## src/rtl/spi_target_regs.sv

```systemverilog
// SPI mode-0 target with a small byte register file, oversampled in the clk domain.
// Byte 0 of a transaction is a command {rd, ..., addr}; following bytes stream data with auto-increment.
module spi_target_regs #(
  parameter int unsigned ADDR_W   = 3,
  parameter logic [7:0]  ID_VALUE = 8'hA5
) (
  input  logic              clk,
  input  logic              rst,
  input  logic              spi_sclk,
  input  logic              spi_cs_n,
  input  logic              spi_mosi,
  output logic              spi_miso,
  output logic              spi_miso_oe,
  output logic [7:0]        ctrl_out,
  input  logic [7:0]        status_in,
  output logic              wr_stb,
  output logic [ADDR_W-1:0] wr_addr,
  output logic [7:0]        wr_data
);

  localparam int unsigned NumRegs = 2 ** ADDR_W;

  typedef enum logic [1:0] {StIdle, StCmd, StWdata, StRdata} state_e;

  state_e              state_q, state_d;
  logic [2:0]          sclk_q, cs_q;
  logic [1:0]          mosi_q;
  logic [1:0]          fill_q;
  logic                armed_q, armed_d;
  logic [2:0]          bit_cnt_q, bit_cnt_d;
  logic [7:0]          rx_sr_q, rx_sr_d;
  logic [7:0]          tx_sr_q, tx_sr_d;
  logic [ADDR_W-1:0]   addr_q, addr_d;
  logic                miso_q, miso_d;
  logic                wr_stb_q, wr_stb_d;
  logic [ADDR_W-1:0]   wr_addr_q, wr_addr_d;
  logic [7:0]          wr_data_q, wr_data_d;
  logic [7:0]          regs_q [NumRegs];
  logic [7:0]          regs_d [NumRegs];

  logic                sclk_rise, sclk_fall, cs_rise, cs_fall;
  logic [7:0]          rx_byte;
  logic [ADDR_W-1:0]   rd_addr;
  logic [7:0]          rd_val;

  // Stages [1:0] synchronise, stage [2] is the previous synchronised value for edge detection.
  assign sclk_rise = sclk_q[1] & ~sclk_q[2];
  assign sclk_fall = ~sclk_q[1] & sclk_q[2];
  assign cs_rise   = cs_q[1] & ~cs_q[2];
  assign cs_fall   = ~cs_q[1] & cs_q[2];

  always_comb begin
    rx_byte = {rx_sr_q[6:0], mosi_q[1]};
    // The command byte supplies the first read address before addr_q holds it.
    rd_addr = (state_q == StCmd) ? rx_byte[ADDR_W-1:0] : addr_q;
    if (rd_addr == '0) begin
      rd_val = ID_VALUE;
    end else if (rd_addr == ADDR_W'(1)) begin
      rd_val = status_in;
    end else begin
      rd_val = regs_q[rd_addr];
    end
  end

  always_comb begin
    state_d   = state_q;
    bit_cnt_d = bit_cnt_q;
    rx_sr_d   = rx_sr_q;
    tx_sr_d   = tx_sr_q;
    addr_d    = addr_q;
    miso_d    = miso_q;
    wr_stb_d  = 1'b0;
    wr_addr_d = wr_addr_q;
    wr_data_d = wr_data_q;
    regs_d    = regs_q;
    // The sync flops reset to cs_n=1, so only arm once they hold a real pin sample.
    armed_d   = armed_q | (fill_q[1] & cs_q[1]);

    if (state_q != StIdle && cs_rise) begin
      state_d = StIdle;
      miso_d  = 1'b0;
    end else if (state_q == StIdle) begin
      if (cs_fall && armed_q) begin
        state_d   = StCmd;
        bit_cnt_d = '0;
        rx_sr_d   = '0;
        tx_sr_d   = '0;
        miso_d    = 1'b0;
      end
    end else begin
      if (sclk_rise) begin
        rx_sr_d   = rx_byte;
        bit_cnt_d = bit_cnt_q + 3'd1;
        if (bit_cnt_q == 3'd7) begin
          unique case (state_q)
            StCmd: begin
              if (rx_byte[7]) begin
                tx_sr_d = rd_val;
                addr_d  = rx_byte[ADDR_W-1:0] + ADDR_W'(1);
                state_d = StRdata;
              end else begin
                addr_d  = rx_byte[ADDR_W-1:0];
                state_d = StWdata;
              end
            end
            StWdata: begin
              if (addr_q >= ADDR_W'(2)) begin
                regs_d[addr_q] = rx_byte;
                wr_stb_d       = 1'b1;
                wr_addr_d      = addr_q;
                wr_data_d      = rx_byte;
              end
              addr_d = addr_q + ADDR_W'(1);
            end
            StRdata: begin
              tx_sr_d = rd_val;
              addr_d  = addr_q + ADDR_W'(1);
            end
            default: ;
          endcase
        end
      end
      if (sclk_fall) begin
        miso_d  = tx_sr_q[7];
        tx_sr_d = {tx_sr_q[6:0], 1'b0};
      end
    end
  end

  always_ff @(posedge clk) begin
    if (rst) begin
      sclk_q    <= 3'b000;
      cs_q      <= 3'b111;
      mosi_q    <= 2'b00;
      fill_q    <= 2'b00;
      armed_q   <= 1'b0;
      state_q   <= StIdle;
      bit_cnt_q <= '0;
      rx_sr_q   <= '0;
      tx_sr_q   <= '0;
      addr_q    <= '0;
      miso_q    <= 1'b0;
      wr_stb_q  <= 1'b0;
      wr_addr_q <= '0;
      wr_data_q <= '0;
      regs_q    <= '{default: '0};
    end else begin
      sclk_q    <= {sclk_q[1:0], spi_sclk};
      cs_q      <= {cs_q[1:0], spi_cs_n};
      mosi_q    <= {mosi_q[0], spi_mosi};
      fill_q    <= {fill_q[0], 1'b1};
      armed_q   <= armed_d;
      state_q   <= state_d;
      bit_cnt_q <= bit_cnt_d;
      rx_sr_q   <= rx_sr_d;
      tx_sr_q   <= tx_sr_d;
      addr_q    <= addr_d;
      miso_q    <= miso_d;
      wr_stb_q  <= wr_stb_d;
      wr_addr_q <= wr_addr_d;
      wr_data_q <= wr_data_d;
      regs_q    <= regs_d;
    end
  end

  assign spi_miso_oe = (state_q != StIdle);
  assign spi_miso    = miso_q & spi_miso_oe;
  assign ctrl_out    = regs_q[2];
  assign wr_stb      = wr_stb_q;
  assign wr_addr     = wr_addr_q;
  assign wr_data     = wr_data_q;

endmodule

```

## config.mk

```make
export PLATFORM = sky130hd
export DESIGN_NAME = spi_target_regs
export DESIGN_NICKNAME = d
export VERILOG_FILES = /design/src/rtl/spi_target_regs.sv
export SDC_FILE = /design/constraint.sdc
export NUM_CORES = 1
export LEC_CHECK = 0
export ABC_AREA = 1
export BUFFER_PORTS_ARGS = -buffer_cell sky130_fd_sc_hd__clkbuf_2
export CAP_MARGIN = 20
export CORE_ASPECT_RATIO = 1.1
export CORE_UTILIZATION = 55
export CTS_BUF_LIST = sky130_fd_sc_hd__clkbuf_16
export DETAILED_ROUTE_END_ITERATION = 10
export PLACE_DENSITY_LB_ADDON = 0.25
export SLEW_MARGIN = 15
export SYNTH_ARGS = -nofsm -noshare
export SYNTH_HDL_FRONTEND = slang
export SYNTH_SLANG_ARGS = --single-unit
```

## constraint.sdc

```tcl
create_clock -name clk -period 2.3 [get_ports clk]
set_input_delay 0.115 -clock clk [delete_from_list [all_inputs] [get_ports clk]]
set_output_delay 0.115 -clock clk [all_outputs]
set_load 0.1 [all_outputs]
```

Word-level counts from Yosys, hierarchy flattened

Cells that the tools add are included.

Input bits: 13
Bits in registers: 111

Eq/ne operators: 7
Magnitude comparators: 4
Muxes and demuxes: 34
Add/sub/neg operators: 3
Reductions and logical operators: 23
Bitwise gates (word level): 18

Operators by type and width:

| cell                                                                    | number |
|---|---|
| 8-bit two-way mux                                                       | 11 |
| 64-bit bitwise mux                                                      | 1 |
| 8-bit binary-select mux with 3-bit select                               | 1 |
| 8-bit demux with 3-bit select                                           | 1 |
| 8-bit one-hot mux with 2 select lines                                   | 1 |
| 3-bit two-way mux                                                       | 5 |
| 7-bit two-way mux                                                       | 2 |
| 6-bit AND reduction                                                     | 2 |
| 2-bit nonzero test                                                      | 6 |
| 2-bit two-way mux                                                       | 5 |
| 3-bit by 1-bit adder with 3-bit output, second input constant           | 3 |
| 1-bit NOT                                                               | 9 |
| 4-bit >= comparator, second input constant                              | 2 |
| 3-bit NOT with 4-bit output                                             | 2 |
| 1-bit bitwise AND                                                       | 6 |
| 1-bit two-way mux                                                       | 6 |
| 3-bit one-hot mux with 2 select lines                                   | 1 |
| 3-bit nonzero test                                                      | 2 |
| 6-bit OR reduction                                                      | 1 |
| 5-bit AND reduction                                                     | 1 |
| 2-bit equality test, second input constant                              | 2 |
| 4-bit by 1-bit < comparator with 1-bit output, second input constant    | 1 |
| 4-bit by 3-bit inequality test with 1-bit output, second input constant | 1 |
| 4-bit AND reduction                                                     | 1 |
| other kinds (13)                                                        | 16 |

Logic depth before layout (Yosys ltp)

Depth after elaboration: 14
Mapped depth: 13
Depth with buffers taken out: 11

Worst setup path before layout

Ideal clock, no wire load.

Path type: register to register
From: register state_q[0]
To: register state_q[0]
Setup slack: -38 ps
Library setup time: 116 ps
Cell stages (with the launch flop): 9
Arrival: 2,222 ps
Period minus slack after synthesis: 2,338 ps
Path buffers: 2
Path through: dfxtp_1 -> inv_1 -> ha_1 -> buf_6 -> inv_4 -> clkbuf_1 -> nand2_1 -> o21ai_0 -> inv_1

Longest elaborated chain between the ends: 3
Elaborated cells on any way between the ends: 11
Those cells by class: eq/ne (2); mux (1); reduce/logical (8)

RTL lines:

| what                                | RTL line | RTL |
|---|---|---|
| start: declaration                  | 25       | `state_e state_q, state_d;` |
| start signal: assignment            | 137      | `state_q <= StIdle;` |
| start signal: assignment            | 153      | `state_q <= state_d;` |
| 2-bit nonzero test                  | n/a      |  |
| via spi_miso_oe                     | 13       | `output logic spi_miso_oe,` |
| 1-bit logical AND                   | 79       | `if (state_q != StIdle && cs_rise) begin` |
| 2-bit OR reduction (no source line) | n/a      |  |

The timed path passes the listed nets, and every way through them passes these cells.
A chain may end at the register's enable or synchronous reset.

Worst setup path after layout

From: register state_q[0]
To: register regs_q[3] (netlist name)

Longest elaborated chain between the ends: 4
Elaborated cells on any way between the ends: 7
Those cells by class: eq/ne (1); bitwise (2); reduce/logical (4)

RTL lines:

| what                                     | RTL line | RTL |
|---|---|---|
| 2-bit nonzero test                       | 79       |  |
| 1-bit logical AND                        | 79       |  |
| 1-bit NOT (no source line)               | n/a      |  |
| 6-bit AND reduction (no source line) (*) | n/a      |  |
| end signal: assignment                   | 162      | `regs_q <= regs_d;` |
| end: declaration                         | 38       | `logic [7:0] regs_q [NumRegs];` |

Every way passes the cells marked *; elsewhere a longest branch is shown, timed or not.

==> impl_metrics.env <==
export IMPL_hold_viol=0
export IMPL_fin_cells=785
export IMPL_p_per_area_mw_per_mm2=640.4
export IMPL_critPathKind="reg -> reg"
export IMPL_crit_arrival_ns=2.31
export IMPL_syn_to_final_growth_pct=9.088
export IMPL_drive_gt1_frac=0.1211
export IMPL_num_antenna_cells=0
export IMPL_drtIter0Drc=246
export IMPL_yosysSeqAreaShare=0.4075
export IMPL_synth_top_area_frac=0.4075
export IMPL_path_max_fanout=38
export IMPL_avgSynthCellArea_um2=7.093
export IMPL_core_mm2=0.008083
export IMPL_vias_per_cell=5.422
export IMPL_nets=697
export IMPL_netlist_top_cells_count="nand2_1, nand3_1, dfxtp_1"
export IMPL_placed_cells=766
export IMPL_vias=4256
export IMPL_row_count=34
export IMPL_ys_ff_latch=95
export IMPL_netlist_top_cell_by_area="dfxtp_1"
export IMPL_period_share=0.9255
export IMPL_grt_pass1_vias=3923
export IMPL_post_synth_top_count_cell="nand2_1"
export IMPL_drv_cap=0
export IMPL_nFillCells=747
export IMPL_dieArea_mm2=0.008858
export IMPL_synthTopCellsByArea="dfxtp_1, nand3_1, nand2_1"
export IMPL_cp_required_ns=2.48
export IMPL_grt_max_degree=75
export IMPL_placed_cell_area_mm2=0.004768
export IMPL_yosys_warnings=0
export IMPL_cts_root_buffer="clkbuf_16"
export IMPL_clk_pin_slew_ns=0.06
export IMPL_ant_nets=0
export IMPL_clock_sinks=95
export IMPL_antenna_found_initial=0
export IMPL_synthCells=658
export IMPL_clock_latency_ns=0.34
export IMPL_cts_path_max_buffers=2
export IMPL_grt_usage=0.2660
export IMPL_rsz0062_at_grt="no"
export IMPL_wl_per_cell_um=14.42
export IMPL_syn_num_nets=683
export IMPL_worst_slew_pin_slew_ns=0.7656
export IMPL_slew_viol_final=0
export IMPL_slew_headroom=0.4896
export IMPL_netlist_area_mm2=0.004667
export IMPL_critPathCaptureType="flip-flop"
export IMPL_drtPass1Iterations=5
export IMPL_p_leak_nw=2.014
export IMPL_dp_hpwl_um=7683
export IMPL_final_cell_area_mm2=0.005091
export IMPL_synth_ff_type="dfxtp_1"
export IMPL_clock_fmax_mhz=469.8
export IMPL_ir_drop_mv=0.4882
export IMPL_crit_path_start_kind="flip-flop"
export IMPL_cts_tree="yes"
export IMPL_totalWireLength_um=11320
export IMPL_fp_dieH_um=98.61
export IMPL_gp_congestion=0.8830
export IMPL_async_flop_share=0
export IMPL_min_period_ns=2.129
export IMPL_io_buffer_count=34
export IMPL_setup_violations=0
export IMPL_run_status="finished, final reports clean"
export IMPL_fin_tns_setup_ns=0
export IMPL_netlist_cell_type_count=28
export IMPL_grt_pass1_wl_um=18800
export IMPL_cts_buffers=9
export IMPL_die_width_um=89.83
export IMPL_drc=0
export IMPL_h_tree_depth=3
export IMPL_ios=35
export IMPL_start_util=0.5774
export IMPL_finalClockSkew_ns=0.008038
export IMPL_worstHoldPathType="in -> reg"
export IMPL_grt_overflow_total=0
export IMPL_synth_edf_count=0
[layout make-up]
type | count | area, um2 | area share
Sequential cell | 95 | 1902 | 0.3736
Tap cell | 108 | 135.1 | 0.02654
Clock buffer | 9 | 225.2 | 0.04424
Clock inverter | 7 | 65.06 | 0.01278
Timing Repair Buffer | 50 | 322.8 | 0.06341
Inverter | 81 | 306.5 | 0.06021
Multi-Input combinational cell | 435 | 2135 | 0.4193
[placed cells by master (no fill, tap or decap)]
| cell type | instances |
|---|---|
| nand3_1 | 116 |
| clkbuf_2 | 34 |
| inv_2 | 5 |
| o21ai_0 | 13 |
| buf_4 | 11 |
| dfxtp_1 | 95 |
| a21oi_1 | 93 |
| clkinvlp_4 | 2 |
| dlygate4sd3_1 | 3 |
| o21ai_2 | 1 |
| inv_4 | 1 |
| nand4_1 | 1 |
| a211oi_2 | 1 |
| a211oi_1 | 11 |
| clkinv_1 | 1 |
| nand3b_1 | 3 |
| nand2_1 | 140 |
| ha_1 | 12 |
| nor3_1 | 2 |
| nor2_1 | 24 |
| inv_6 | 1 |
| nand4_2 | 1 |
| clkbuf_16 | 9 |
| nor2_2 | 2 |
| buf_12 | 2 |
| inv_1 | 77 |
| a31oi_1 | 1 |
| bufinv_16 | 1 |
| o21ai_1 | 3 |
| nand2_2 | 8 |
| or2_2 | 3 |
[path summary, 6_finish.rpt]
check	cells past startpoint	slack, ns	startpoint	endpoint
min	5	0.16	status_in[3]	tx_sr_q[3]$_SDFFE_PP0P_
min reg2reg	2	0.40	mosi_q[0]$_SDFF_PP0_	mosi_q[1]$_SDFF_PP0_
max reg2reg	11	0.17	state_q[0]$_SDFFE_PP0P_	regs_q[3]$_SDFFE_PP0P_
max	11	0.17	state_q[0]$_SDFFE_PP0P_	regs_q[3]$_SDFFE_PP0P_
[cell families (layout without fill, tap and decap cells)]
logic type	Yosys count	count (layout)	share of synthesized area
adders and majority gates	12	12	0.03217
buffers and inverters	128	147	0.1357
and+or+nand+nor	300	300	0.2842
DFF	95	95	0.4075
AOI/OAI and AO/OA	123	123	0.1405
[report_power, final]
group	switching, mW	leakage [nW]	internal [mW]
registers	0.0189	0.768	1.67
clock network	0.610	0.142	0.834
logic	0.0873	1.10	0.0434
total	0.716	2.01	2.54
[metrics by stage]
| step | hold WS, ns | total power [mW] | worst slack [ns] | util |
|---|---|---|---|---|
| 4_1_cts | 0.1655 | 3.271 | 0.1849 | 0.6296 |
| 5_1_grt | 0.1927 | 3.371 | 0.01349 | 0.6299 |
| 3_5_place_dp | 0.3040 | 1.846 | 0.2148 | 0.5899 |
| 2_1_floorplan | 0.2188 | 1.805 | 0.1587 | - |
| 6_report | 0.1649 | 3.260 | 0.1713 | 0.6299 |
| 3_3_place_gp | 0.3003 | 1.843 | 0.3090 | 0.5899 |
[sequential cells by signal (all words and copies together) (netlist names)]
signal	cells
ctrl_out	8
fill_q	2
wr_data	8
cs_q	3
bit_cnt_q	3
armed_q	1
wr_addr	3
wr_stb	1
mosi_q	2
state_q	2
addr_q	3
rx_sr_q	7
sclk_q	3
regs_q	40
miso_q	1
tx_sr_q	8
[critical path, cell delays in order (launching register included)]
cell and delay, ns:
dfxtp_1 0.39, inv_1 0.10, ha_1 0.32, inv_4 0.10
nand4_2 0.15, inv_2 0.12, nand2_2 0.08, inv_2 0.11
buf_12 0.19, nand2_1 0.21, nand2_1 0.13, a21oi_1 0.08
[per-layer routing]
metal	GRT usage	wire [um]	vias up
met2	0.4237	5214	149
met4	0.1387	382	0
met1	0.3359	5011	1913
met5	0	0	-
li1	-	-	2165
met3	0.06404	709	29
[timing repair]
| action | CTS | global route |
|---|---|---|
| setup buffers | 0 | 0 |
| hold buffers | 3 | 0 |
| setup endpoints to repair | 0 | 1 |
| hold endpoints to repair | 3 | 0 |
| gates resized for setup | 0 | 1 |
Power figures use the tool's default switching activity.
